--- config.mk ---
export PLATFORM = sky130hd
export DESIGN_NAME = uart_loopback_tester
export DESIGN_NICKNAME = d
export VERILOG_FILES = /design/src/rtl/uart_loopback_tester.sv
export SDC_FILE = /design/constraint.sdc
export NUM_CORES = 1
export LEC_CHECK = 0
export ABC_AREA = 1
export ABC_CLOCK_PERIOD_IN_PS = 3200
export CORE_ASPECT_RATIO = 0.7
export CORE_MARGIN = 4
export CORE_UTILIZATION = 50
export CTS_CLUSTER_DIAMETER = 80
export DETAILED_ROUTE_END_ITERATION = 8
export MAX_ROUTING_LAYER = met4
export PLACE_DENSITY = 0.69
export REMOVE_ABC_BUFFERS = 1
export SYNTH_ARGS = -nofsm -noshare
export SYNTH_HDL_FRONTEND = slang
export SYNTH_SLANG_ARGS = --single-unit
--- constraint.sdc ---
create_clock -name clk -period 3.2 [get_ports clk]
set_clock_uncertainty 0.05 [all_clocks]
set_input_delay 0.32 -clock clk [delete_from_list [all_inputs] [get_ports clk]]
set_output_delay 0.32 -clock clk [all_outputs]
set_load 0.02 [all_outputs]
--- src/rtl/uart_loopback_tester.sv ---
// uart_loopback_tester: stop-and-wait UART echo checker with its own 8N1
// serializer and receiver. Sends (SEED + i) mod 256 for i = 0..N-1, waits
// for each echo, counts mismatches/framing errors and flags a missing echo.
//
// state  | meaning
// IDLE   | waiting for start; results of the last run held
// SEND   | serializing the current byte, start bit through stop bit
// WAIT   | stop bit done, waiting for the echo or the timeout
// CHECK  | compare echo with the byte sent, advance or finish
// FINISH | one-cycle done pulse, then back to IDLE
module uart_loopback_tester #(
  parameter int         SYSTEM_CLOCK = 32000000,
  parameter int         BAUD_RATE    = 9600,
  parameter logic [7:0] SEED         = 8'h00,
  parameter int         TIMEOUT_BITS = 30
) (
  input  logic       clk,
  input  logic       rst,
  input  logic       start,
  input  logic [7:0] num_bytes,
  input  logic       rx,
  output logic       tx,
  output logic       busy,
  output logic       done,
  output logic       pass,
  output logic [7:0] err_count,
  output logic       timeout
);

  localparam int CPB    = SYSTEM_CLOCK / BAUD_RATE;
  localparam int TO_CYC = TIMEOUT_BITS * CPB;
  localparam int BW     = $clog2(CPB + 1);
  localparam int TW     = $clog2(TO_CYC + 1);

  localparam logic [BW-1:0] BIT_LOAD  = BW'(CPB - 1);
  localparam logic [BW-1:0] HALF_LOAD = BW'(CPB / 2 - 1);
  localparam logic [TW-1:0] TO_LOAD   = TW'(TO_CYC - 1);

  localparam logic [2:0] ST_IDLE   = 3'd0;
  localparam logic [2:0] ST_SEND   = 3'd1;
  localparam logic [2:0] ST_WAIT   = 3'd2;
  localparam logic [2:0] ST_CHECK  = 3'd3;
  localparam logic [2:0] ST_FINISH = 3'd4;

  logic [2:0]    state;
  logic [9:0]    tx_sh;
  logic [3:0]    bit_cnt;
  logic [BW-1:0] bit_tmr;
  logic [TW-1:0] to_tmr;
  logic [7:0]    cur_byte;
  logic [7:0]    idx;
  logic [7:0]    last_idx;
  logic          mismatch;

  logic          rx_s1, rx_s2, rx_s3;
  logic          r_on;
  logic [3:0]    r_cnt;
  logic [BW-1:0] r_tmr;
  logic [7:0]    r_sh;
  logic [7:0]    r_data;
  logic          r_ferr;
  logic          r_valid;

  assign busy     = (state == ST_SEND) || (state == ST_WAIT) || (state == ST_CHECK);
  assign done     = (state == ST_FINISH);
  assign mismatch = (r_data != cur_byte) || r_ferr;

  // Main sequencer: serializer, echo timeout and result bookkeeping.
  // last_idx = num_bytes - 1 in 8 bits, so num_bytes = 0 naturally means 256.
  always_ff @(posedge clk or posedge rst) begin
    if (rst) begin
      state     <= ST_IDLE;
      tx        <= 1'b1;
      tx_sh     <= '1;
      bit_cnt   <= '0;
      bit_tmr   <= '0;
      to_tmr    <= '0;
      cur_byte  <= '0;
      idx       <= '0;
      last_idx  <= '0;
      pass      <= 1'b0;
      err_count <= '0;
      timeout   <= 1'b0;
    end else begin
      case (state)
        ST_IDLE: begin
          if (start) begin
            state     <= ST_SEND;
            err_count <= '0;
            timeout   <= 1'b0;
            pass      <= 1'b0;
            last_idx  <= num_bytes - 8'd1;
            idx       <= '0;
            cur_byte  <= SEED;
            tx_sh     <= {1'b1, SEED, 1'b0};
            bit_cnt   <= 4'd10;
            bit_tmr   <= '0;
          end
        end
        ST_SEND: begin
          if (bit_tmr == '0) begin
            if (bit_cnt == '0) begin
              state  <= ST_WAIT;
              to_tmr <= TO_LOAD;
            end else begin
              tx      <= tx_sh[0];
              tx_sh   <= {1'b1, tx_sh[9:1]};
              bit_cnt <= bit_cnt - 4'd1;
              bit_tmr <= BIT_LOAD;
            end
          end else begin
            bit_tmr <= bit_tmr - 1'b1;
          end
        end
        ST_WAIT: begin
          if (r_valid) begin
            state <= ST_CHECK;
          end else if (to_tmr == '0) begin
            timeout <= 1'b1;
            state   <= ST_FINISH;
          end else begin
            to_tmr <= to_tmr - 1'b1;
          end
        end
        ST_CHECK: begin
          if (mismatch && (err_count != 8'hFF)) err_count <= err_count + 8'd1;
          if (idx == last_idx) begin
            state <= ST_FINISH;
            pass  <= (err_count == '0) && !mismatch;
          end else begin
            state    <= ST_SEND;
            idx      <= idx + 8'd1;
            cur_byte <= cur_byte + 8'd1;
            tx_sh    <= {1'b1, cur_byte + 8'd1, 1'b0};
            bit_cnt  <= 4'd10;
            bit_tmr  <= '0;
          end
        end
        ST_FINISH: state <= ST_IDLE;
        default:   state <= ST_IDLE;
      endcase
    end
  end

  // Free-running receiver: synchronize, detect start, sample at bit centres.
  // r_cnt: 0 = start-bit check, 1..8 = data bits, 9 = stop bit.
  always_ff @(posedge clk or posedge rst) begin
    if (rst) begin
      rx_s1   <= 1'b1;
      rx_s2   <= 1'b1;
      rx_s3   <= 1'b1;
      r_on    <= 1'b0;
      r_cnt   <= '0;
      r_tmr   <= '0;
      r_sh    <= '0;
      r_data  <= '0;
      r_ferr  <= 1'b0;
      r_valid <= 1'b0;
    end else begin
      rx_s1   <= rx;
      rx_s2   <= rx_s1;
      rx_s3   <= rx_s2;
      r_valid <= 1'b0;
      if (!r_on) begin
        if (rx_s3 && !rx_s2) begin
          r_on  <= 1'b1;
          r_cnt <= '0;
          r_tmr <= HALF_LOAD;
        end
      end else if (r_tmr != '0) begin
        r_tmr <= r_tmr - 1'b1;
      end else if (r_cnt == '0) begin
        if (rx_s2) begin
          r_on <= 1'b0;
        end else begin
          r_cnt <= 4'd1;
          r_tmr <= BIT_LOAD;
        end
      end else if (r_cnt <= 4'd8) begin
        r_sh  <= {rx_s2, r_sh[7:1]};
        r_cnt <= r_cnt + 4'd1;
        r_tmr <= BIT_LOAD;
      end else begin
        r_data  <= r_sh;
        r_ferr  <= !rx_s2;
        r_valid <= 1'b1;
        r_on    <= 1'b0;
      end
    end
  end

endmodule

* Word level (Yosys, flattened, before mapping) *
Index checks and enable logic that the tools add are counted.

operators by class
  add/sub/neg operators = 9
  multipliers = 0
  divide/modulo/power cells = 0
  magnitude comparators = 1
  equal/unequal tests = 24
  shift operators = 0
  mux-type cells = 62
  bitwise logic cells = 4
  reductions and logical operators = 34

operators with widths
  cell                     count
  $mux W12                 10
  $mux W17                 4
  $pmux W8 S2              3
  $mux W10                 4
  $mux W4                  10
  $pmux W12 S3             1
  $pmux W17 S2             1
  $mux W8                  4
  $pmux W10 S3             1
  $add A8 B1 Y8 const B    3
  $reduce_and A4 Y1        6
  $sub A12 B1 Y12 const B  2
  $mux W3                  6
  $logic_not A17 Y1        1
  $sub A17 B1 Y17 const B  1
  $reduce_and A3 Y1        5
  $mux W1                  14
  $logic_not A12 Y1        1
  $ne A2 B2 Y1 const B     6
  $pmux W3 S4              1
  $pmux W4 S3              1
  $reduce_bool A12 Y1      1
  $ne A2 B1 Y1 const B     5
  $reduce_and A5 Y1        2
  other kinds (26)         41

storage, ports and cells
  register bits = 119
  bits in latches = 0
  bits in writable memories = 0
  ROM bits = 0
  bits of input ports = 12
  output and inout bits = 13
  memories = 0

* Logic depth before layout (Yosys ltp) *
Gate-level depths: netlist of run 1.

  depth in word-level cells = 6
  mapped depth = 12

* Least setup slack after synthesis of run 1 *
OpenSTA, ideal clock, no wires.

  path type = reg2reg
  start point = register to_tmr[0]
  end point = register to_tmr[15]
  arrival = 1.558 ns
  required time = 3.025 ns
  setup slack = 1.467 ns
  cell stages (with the launch flop) = 11
  buffers on the path = 1
  period minus slack after synthesis = 1.733 ns
  cell sequence = dfrtp_1 -> inv_1 -> ha_1 -> nand2_1 -> nor2_4 -> nand2_2 -> nor2_2 -> nand4_4 -> nand2_8 -> buf_12 -> a21oi_4

between the ends
  word-level cells in the longest chain between the ends = 4
  elaborated cells on any way between the ends = 7
  those cells by class = add/sub: 1; eq/ne: 1; mux: 3; reduce/logical: 2

ends and longest elaborated chain
  element                 RTL line  RTL
  from (decl)             49        logic [TW-1:0] to_tmr;
  from (signal assigned)  122       to_tmr <= to_tmr - 1'b1;
  $sub A17 B1 Y17         122
  $mux W17                118       end else if (to_tmr == '0) begin
  $mux W17                116       if (r_valid) begin
  $pmux W17 S2            85        case (state)

Parallel ways exist; a longest one is shown, timed or not. The select of a mux whose other input is x is not followed.
A chain may end at the register's enable or synchronous reset.

* Final worst setup path of run 1 *
  start point = register state[1]
  end point = register bit_cnt[1]

between the ends
  word-level cells in the longest chain between the ends = 3
  elaborated cells on any way between the ends = 10
  those cells by class = eq/ne: 6; mux: 1; reduce/logical: 3

ends and longest elaborated chain
  element                                                      RTL line  RTL
  from (decl)                                                  45        logic [2:0] state;
  from (signal assigned)                                       72        state <= ST_IDLE;
  from (signal assigned)                                       88        state <= ST_SEND;
  from (signal assigned)                                       103       state <= ST_WAIT;
  $eq A3 B2 Y1, or another cell as far along                   85
  $ne A2 B2 Y1 (no source line), or another cell as far along  n/a
  $reduce_and A5 Y1 (no source line)                           n/a
  to (signal assigned)                                         108       bit_cnt <= bit_cnt - 4'd1;
  to (decl)                                                    47        logic [3:0] bit_cnt;

Parallel ways exist; a longest one is shown, timed or not.

==> results.md, run 1 <==
* Setup violations, final at 0
* Design area at 7970 um^2
* Dpl ws at 0.938 ns
* Most frequent cells in the layout: 238 x nand2_1, 105 x dfrtp_1, 103 x inv_1
* Worst-path cell chain: nor2_1, nand2_2, nor2_4, nor2_1, a21oi_2, nand3_2, nand2_1, o21ai_2
* Worst r2r dst: bit_cnt[1]
* Max Clock Freq at 466 MHz
* Placed Instance Area at 7370 um^2
* Top post-synthesis cells by area: dfrtp_1 37%, nand2_1 13%, inv_1 5.6%, dfstp_2 4.9%, nand3_1 4.6%
* Largest net degree at the start of global routing at 52
* Adder-Cell Fraction of Synth Area at 0.0250
* Hold_buf cts at 0
* First-pass GRT wire length at 25000 um
* Avg Cell Area, Syn at 7.87 um^2
* Crit-path max cell delay at 0.47 ns
* Final ANT Viol Nets at 0
* VDD IR max at 0.000387 V
* Post-CTS Setup Bufs at 0
* Largest family of logic cells by synthesized area: simple AND/OR/NAND/NOR gates
* CP Data Arrival Time at 2.37 ns
* Yosys reg bits at 118
* Post-synthesis simple-gate area fraction at 0.309
* Clock tree sinks at 118
* EDFF count, synth at 0
* H-tree level count at 4
* CTS tree: built
* Netlist cell types at 48
* Compound-Gate Fraction of Synth Area at 0.118
* Grt ovf at 0
* Insertion delay to the later sink of the worst-skew pair at 0.41 ns
* WS Path Type: reg -> reg
* Via count at 5556
* I/O Pins at 25
* RSZ-0062 raised after global routing: no
* Max-Cap Viols at 0
* Main synth FF type: dfrtp_1
* FF-to-FF Start: state[1]
* First-pass iteration count of the detailed router at 5
* Status: finished clean
* Die Y at 107 um
* DRC violations left at 0
* Crit-path slowest cell: dfrtp_1
* Initial core utilization at 0.522
* Vias in the first global route at 5156
* Register area share after synthesis at 0.423
* Leak at 0.00375 uW
* Clock Path Buffers at 2
* Number of core rows at 35
* Synth warn at 0
* Antenna violations before repair at 0
* Worst Hold Class: in -> async
* Pwr Density at 509 nW/um^2
* Setup slack after layout at 1.06 ns
* Mapped Area at 7010 um^2
* Share of layout cells above drive strength 1 at 0.160
* ANT cells at 0
* GP Congestion at 0.857
* Total CTS buffers at 17
* Critical path startpoint category: register
* CP most frequent cell: nor2_1
* Worst R2R Setup Slack at 1.06 ns
* Period utilisation layout at 0.670
* DPL Wire Length at 9920 um
* XOR/XNOR Fraction of Synth Area at 0.0387
* Post-synth ARST share at 1.00
* Worst slew margin at 0.576
* Area fraction of the dominant cell type after synthesis at 0.375
* Die area at 16000 um^2
* CTS root buf: clkbuf_16
* WL/cell at 12.8 um
* GRT Total Usage at 0.198
* Port-buffer cells at 24
* Clk slew on worst S/H paths at 0.05 ns
* Synth area leader: dfrtp_1
* Post-synthesis cell count at 891
* Worst slew pin tran at 0.634 ns
* Slew Viols, Final at 0
* Core area at 13400 um^2
* Die span in x at 150 um
* Critical Path Source: state[1]
* Most common cell after layout, fill and taps aside: nand2_1
* Minimum clock period at 2.14 ns
* Post-CTS Resized at 0
* WL final at 14300 um
* Multiplexer share of the synthesized area at 0.00161
* Area growth syn-to-layout at 13.7%
* 1st-iter DRT viols at 279
* Via density at 4.97
* Worst Setup End Kind: register
* Reg2reg path depth at 8
* Nets@finish at 945
* WP data required at 3.43 ns
* Final Hold Viols at 0
* CP max FO at 23
## power by group
group	total (uW)	internal [uW]	switching [uW]
sequential	1650	1580	77.7
clock	1920	1200	726
combinational	478	169	309
## sequential cells by signal, indices dropped and copies added, names as in the netlist, 8 cells and up
name and flops:
tx_sh 9, to_tmr 17, last_idx 8, r_data 8, err_count 8, cur_byte 8
r_sh 8, bit_tmr 12, r_tmr 12, idx 8
## metal layers
layer  global-route usage  part of all wire
met1                0.303              0.56
met2                0.269              0.40
met3               0.0380             0.035
met4               0.0451            0.0076
met5                    -                 0
## worst max-delay path by stage
stage                       to  slack, ns  cells after the start
finish              bit_cnt[1]       1.06                      8
global route          r_cnt[2]       0.87                     10
CTS                 bit_cnt[1]       1.02                      8
detailed placement  bit_cnt[0]       0.94                      8
global placement    bit_cnt[2]       1.00                      8
floorplan           bit_cnt[0]      -0.28                      1
## synth_stat cells (4+ instances only)
cell type	number
nand2_4	10
a21oi_1	21
nor2_2	9
nor2_4	4
xnor2_1	17
o21ai_1	25
or2_2	4
buf_4	4
nand2_2	13
o21ai_2	32
nand2_1	238
nor2_1	78
xor2_1	14
inv_2	11
nand3_1	65
dfstp_2	13
nand4_1	9
buf_6	4
ha_1	14
o21ai_0	42
nor3_1	13
dfrtp_1	105
inv_1	104
## cells by family (layout without fill, tap and decap cells)
logic type | count (synthesis) | in the layout
and+or+nand+nor | 461 | 461
buffers and inverters | 134 | 175
AOI/OAI and AO/OA | 132 | 132
DFF | 118 | 118
xor gates and xnor gates | 31 | 31
adders and majority gates | 14 | 14
muxes | 1 | 1
## per-stage QoR
| stage | util | power (uW) | TNS [ns] | hold WS (ns) | instances |
|---|---|---|---|---|---|
| 3_3_place_gp | 0.548 | 2140 | 0 | 0.299 | 1085 |
| 3_5_place_dp | 0.548 | 2140 | 0 | 0.298 | 1085 |
| 6_report | 0.593 | 4060 | 0 | 0.272 | 1117 |
| 5_1_grt | 0.593 | 4240 | 0 | 0.273 | 1117 |
| 2_1_floorplan | - | 2020 | -29.15 | 0.274 | 873 |
| 4_1_cts | 0.593 | 4090 | 0 | 0.265 | 1117 |
## worst max-delay path: cells and delay by family, from the launching register on
kind               cells  cell delay [ns]
and+or+nand+nor        6             1.27
DFF                    1             0.47
AOI/OAI and AO/OA      2             0.23
## final cells by class
class / instances / area [um^2]
Tap cell: 185 / 231
Sequential cell: 118 / 2970
Fill cell: 1211 / 5470
Inverter: 116 / 440
Clock buffer: 19 / 453
Clock inverter: 13 / 146
Multi-Input combinational cell: 639 / 3460
Timing Repair Buffer: 27 / 275
Power figures use the tool's default switching activity.
==> run 2, diff against run 1 <==
Settings changed: ABC_CLOCK_PERIOD_IN_PS 3200 to 1900.
Clock period 3.2 ns to 1.9 ns, I/O delays scaled along.
==> results.md, run 2 (same netlist as run 1, synthesis figures left out) <==
* Number of core rows at 35 (unchanged)
* Initial core utilization at 0.522 (unchanged)
* 1st-iter DRT viols at 372 (+33%)
* Minimum clock period at 1.80 ns (-0.340 ns)
* Core area at 13400 um^2 (unchanged)
* Status: finished clean
* Total CTS buffers at 17 (unchanged)
* Antenna violations before repair at 0 (unchanged)
* Setup TNS at 0 ns (unchanged)
* Hold_buf cts at 0 (unchanged)
* Clock tree sinks at 118 (unchanged)
* I/O Pins at 25 (unchanged)
* Setup violations, final at 0 (unchanged)
* H-tree level count at 4 (unchanged)
* Worst Hold Launch: rx
* Die area at 16000 um^2 (unchanged)
* Via count at 5784 (+4.1%)
* Critical Path Source: bit_tmr[9]
* CP Data Arrival Time at 2.05 ns (-0.32 ns)
* Share of layout cells above drive strength 1 at 0.216 (+0.0562)
* Nets@finish at 994 (+5.2%)
* Worst Setup End Kind: register
* GP Congestion at 0.860 (+0.35%)
* Max Clock Freq at 554 MHz (+19%)
* DPL Wire Length at 10300 um (+3.4%)
* First-pass iteration count of the detailed router at 4 (-1)
* Final ANT Viol Nets at 0 (unchanged)
* Slew Viols, Final at 0 (unchanged)
* Worst slew margin at 0.661 (+0.0843)
* CTS root buf: clkbuf_16
* GRT Total Usage at 0.201 (+0.00371)
* Worst Hold Class: in -> reg
* Clock Path Buffers at 2 (unchanged)
* Dpl ws at 0.0612 ns (-0.877 ns)
* Pwr Density at 828 nW/um^2 (+63%)
* Largest net degree at the start of global routing at 79 (+52%)
* VDD IR max at 0.000501 V (+30%)
* Via density at 4.96 (-0.27%)
* CP most frequent cell: nand2_4
* Largest Register: to_tmr
* ANT cells at 0 (unchanged)
* FILL cells at 1206 (-0.41%)
* DRC violations left at 0 (unchanged)
* Final Hold Viols at 0 (unchanged)
* Critical path startpoint category: register
* Area growth syn-to-layout at 21.9%
* Most frequent cells in the layout: 235 x nand2_1, 103 x dfrtp_1, 98 x inv_1
* WP data required at 2.15 ns (-1.28 ns)
* Crit-path max cell delay at 0.42 ns (-0.05 ns)
* WL final at 14900 um (+4.4%)
* FF-to-FF Start: bit_tmr[9]
* First-pass GRT wire length at 25500 um (+2.2%)
* Most common cell after layout, fill and taps aside: nand2_1
* Clk slew on worst S/H paths at 0.06 ns (about the same)
* Die span in x at 150 um (unchanged)
* Leak at 0.00403 uW (+7.5%)
* Top flop regs: to_tmr: 17 flops, bit_tmr: 12 flops, r_tmr: 12 flops
* CP max FO at 7 (-70%)
* Vias in the first global route at 5386 (+4.5%)
* Setup slack after layout at 0.0963 ns (-0.960 ns)
* Grt ovf at 0 (unchanged)
* Insertion delay to the later sink of the worst-skew pair at 0.41 ns (about the same)
* Port-buffer cells at 24 (unchanged)
* Die Y at 107 um (unchanged)
* Worst slew pin tran at 0.509 ns (-0.124 ns)
* Worst-path cell chain: nor2_2, nand2_1, nor2_2, nand2_4, nand2_8, nand2_4, nor2_8, buf_4, nand2_8, nand2_4, nand2_2
* WS Path Type: reg -> reg
* WL/cell at 12.8 um (about the same)
* Period utilisation layout at 0.949 (+0.279)
* Max reg flops at 17 (unchanged)
* Crit-path slowest cell: dfrtp_1
* Max-Cap Viols at 0 (unchanged)
* CTS tree: built
==> run 2: repair_timing <==
item,CTS,global route
pin swaps,0,9
buffers inserted,0,12
endpoints found under the setup margin,2,40
gates cloned,0,3
resized for setup,3,28
==> run 2: path summary, 6_finish.rpt <==
check	end	slack [ns]	cells after the start
setup / recovery	to_tmr[11]	0.1	11
hold / removal	rx_s1	0.15	1
setup reg to reg	to_tmr[11]	0.1	11
hold reg to reg	rx_s2	0.30	0
max in group asynchronous	tx_sh[3]	1.18	3
min in group asynchronous	last_idx[7]	0.18	3
==> run 2: layer usage <==
layer | routed length, um | up-vias | GRT usage
met4 | 176 | 0 | 0.0614
met2 | 6180 | 100 | 0.272
met5 | 0 | - | -
met3 | 535 | 16 | 0.0372
li1 | - | 3013 | -
met1 | 8040 | 2655 | 0.305
==> run 2: where the power goes <==
part	internal [uW]	switching (uW)	leakage, uW	total (uW)
combinational	385	553	0.00227	938
clock	2260	1120	0.000297	3370
sequential	2660	108	0.00146	2770
==> run 2: metrics by stage <==
| stage | cell area, um^2 | util | power [uW] | std cells | hold WS [ns] |
|---|---|---|---|---|---|
| 2_1_floorplan | 6860 | - | 3410 | 873 | 0.144 |
| 3_3_place_gp | 7680 | 0.571 | 3720 | 1119 | 0.298 |
| 4_1_cts | 8290 | 0.617 | 7140 | 1151 | 0.133 |
| 5_1_grt | 8550 | 0.636 | 7410 | 1166 | 0.131 |
| 6_report | 8550 | 0.636 | 7080 | 1166 | 0.145 |
| 3_5_place_dp | 7680 | 0.571 | 3730 | 1119 | 0.299 |
==> run 2: critical path, delay by kind of cell (launching register included) <==
kind,cells,cell delay (ns)
AND/OR/NAND/NOR,10,1.03
flip-flops,1,0.42
buffers and inverters,1,0.18
==> run 2: cell type report <==
cell class	count	area, um^2	area share
Tap cell	185	231	0.0271
Inverter	116	440	0.0515
Sequential cell	118	2970	0.348
Multi-Input combinational cell	642	3590	0.420
Clock inverter	9	150	0.0176
Clock buffer	23	468	0.0547
Timing Repair Buffer	73	693	0.0811
==> run 3, diff against run 2 <==
Settings changed: CELL_PAD_IN_SITES_DETAIL_PLACEMENT from default to 2, CELL_PAD_IN_SITES_GLOBAL_PLACEMENT from default to 2, CORE_UTILIZATION 50 to 34, PLACE_DENSITY 0.69 to 0.76.
==> results.md, run 3 (same netlist as run 1, synthesis figures left out) <==
* Worst slew pin tran at 0.531 ns (+0.0221 ns)
* I/O Pins at 25 (unchanged)
* CP Data Arrival Time at 2.18 ns (+0.13 ns)
* First-pass GRT wire length at 37200 um (+46%)
* Share of layout cells above drive strength 1 at 0.245 (+0.0291)
* Pwr Density at 844 nW/um^2 (+2.0%)
* Die area at 23000 um^2 (+44%)
* WHS at 0.0194 ns (-0.126 ns)
* Leak at 0.00412 uW (+2.2%)
* Max-Cap Viols at 0 (unchanged)
* Total power at 7490 uW (+5.8%)
* First-pass iteration count of the detailed router at 4 (unchanged)
* WL/cell at 18.4 um (+43%)
* Worst Setup End Kind: register
* Vias in the first global route at 6996 (+30%)
* DRC violations left at 0 (unchanged)
* Worst slew margin at 0.642 (-0.0185)
* WL final at 23300 um (+56%)
* Critical path startpoint category: register
* Via count at 6300 (+8.9%)
* Max Clock Freq at 527 MHz (-5.0%)
* Top flop regs: to_tmr: 17 flops, bit_tmr: 12 flops, r_tmr: 12 flops
* Worst R2R Setup Slack at 0.002 ns (-0.09 ns)
* VDD IR max at 0.000606 V (+21%)
* Initial core utilization at 0.350 (-0.171)
* Clk slew on worst S/H paths at 0.06 ns (about the same)
* Grt ovf at 0 (unchanged)
* Max reg flops at 17 (unchanged)
* Most frequent cells in the layout: 234 x nand2_1, 98 x dfrtp_1, 96 x inv_1
* Minimum clock period at 1.90 ns (+0.0941 ns)
* CP max FO at 6 (-1)
* Area growth syn-to-layout at 26.5%
* Via density at 4.96 (about the same)
* Placed Instance Area at 7910 um^2 (+3.1%)
* Total CTS buffers at 17 (unchanged)
* Setup violations, final at 0 (unchanged)
* Clock Path Buffers at 2 (unchanged)
* Largest net degree at the start of global routing at 47 (-41%)
* Worst Hold Class: in -> async
* Core area at 20000 um^2 (+49%)
* Number of core rows at 43 (+23%)
* FILL cells at 2321 (+92%)
* 1st-iter DRT viols at 273 (-27%)
* H-tree level count at 4 (unchanged)
* CTS tree: built
* Insertion delay to the later sink of the worst-skew pair at 0.45 ns (+0.04 ns)
* Die span in x at 180 um (+20%)
* Status: finished clean
* Slew Viols, Final at 0 (unchanged)
* Port-buffer cells at 24 (unchanged)
* WP data required at 2.19 ns (+0.04 ns)
* GRT Total Usage at 0.208 (+0.00632)
* GP Congestion at 0.773 (-10%)
* Final Hold Viols at 0 (unchanged)
* RSZ-0062 raised after global routing: yes
* Largest Register: to_tmr
* Antenna violations before repair at 0 (unchanged)
* Most common cell after layout, fill and taps aside: nand2_1
* Design area at 8870 um^2 (+3.8%)
* Final ANT Viol Nets at 0 (unchanged)
* WS Path Type: reg -> reg
* DPL Wire Length at 14900 um (+46%)
* Clock tree sinks at 118 (unchanged)
* Period utilisation layout at 0.999 (+0.0495)
* CTS root buf: clkbuf_16
* Nets@finish at 1012 (+1.8%)
* ANT cells at 0 (unchanged)
* Die Y at 128 um (+20%)
run 3: cell count changes in the layout (fill, tap and decap cells not counted), sizes merged:
cell,previous run,this run
bufinv,4,5
buf,49,67
inv,116,115
run 3: path summary, 6_finish.rpt:
kind / endpoint / from / depth (start not counted)
min reg2reg: rx_s2 / rx_s1 / 0
max: to_tmr[11] / bit_tmr[9] / 11
min: last_idx[1] / rst / 2
max reg2reg: to_tmr[11] / bit_tmr[9] / 11
max in group asynchronous: tx_sh[8] / rst / 3
min in group clk: rx_s1 / rx / 1
run 3: through the flow:
step                      worst slack (ns)  TNS (ns)   util  instances
after global placement              0.0388         0  0.395       1223
final                              0.00219         0  0.443       1269
after detailed placement          -0.00704  -0.00996  0.395       1223
after CTS                         -0.00903   -0.0134  0.429       1256
after floorplan                      -1.45   -160.04      -        873
after global routing                -0.110     -2.45  0.443       1269
run 3: final cells by class:
| type | count | area, um^2 | share of cell area |
|---|---|---|---|
| multi-input combinational | 642 | 3640 | 0.411 |
| sequential | 118 | 2980 | 0.336 |
| timing repair buffer | 91 | 820 | 0.0924 |
| clock buffer | 23 | 468 | 0.0528 |
| inverter | 116 | 449 | 0.0506 |
| tap | 270 | 338 | 0.0381 |
| clock inverter | 9 | 173 | 0.0195 |
run 3: routing by layer:
metal | up-vias | track usage | part of all wire
met3 | 24 | 0.0340 | 0.019
met1 | 3188 | 0.261 | 0.47
li1 | 3038 | - | -
met5 | - | - | 0
met2 | 50 | 0.344 | 0.50
met4 | 0 | 0.0690 | 0.013
run 3: critical path, stage by stage, from the launching register on:
cell and delay, ns:
dfrtp_1 0.41, nor2_2 0.19, nand2_1 0.11, nor2_2 0.18
nand2_4 0.12, nand2_4 0.09, nand2_4 0.09, nor2_8 0.13
buf_12 0.14, nand2_4 0.13, nand2_4 0.08, nand2_2 0.05
run 3: repair_timing:
| item | 4_1_cts | 5_1_grt |
|---|---|---|
| hold buffers | 0 | 0 |
| setup buffers | 0 | 11 |
| gates cloned | 1 | 2 |
| gates resized for setup | 10 | 47 |
| hold endpoints to repair | 0 | 0 |
| endpoints found under the setup margin | 18 | 99 |
| pin swaps | 1 | 11 |
run 3: power breakdown:
group / switching [uW] / internal (uW) / total (uW)
Clock: 1260 / 2390 / 3640
Sequential: 114 / 2660 / 2770
Combinational: 649 / 422 / 1070
Total: 2020 / 5470 / 7490
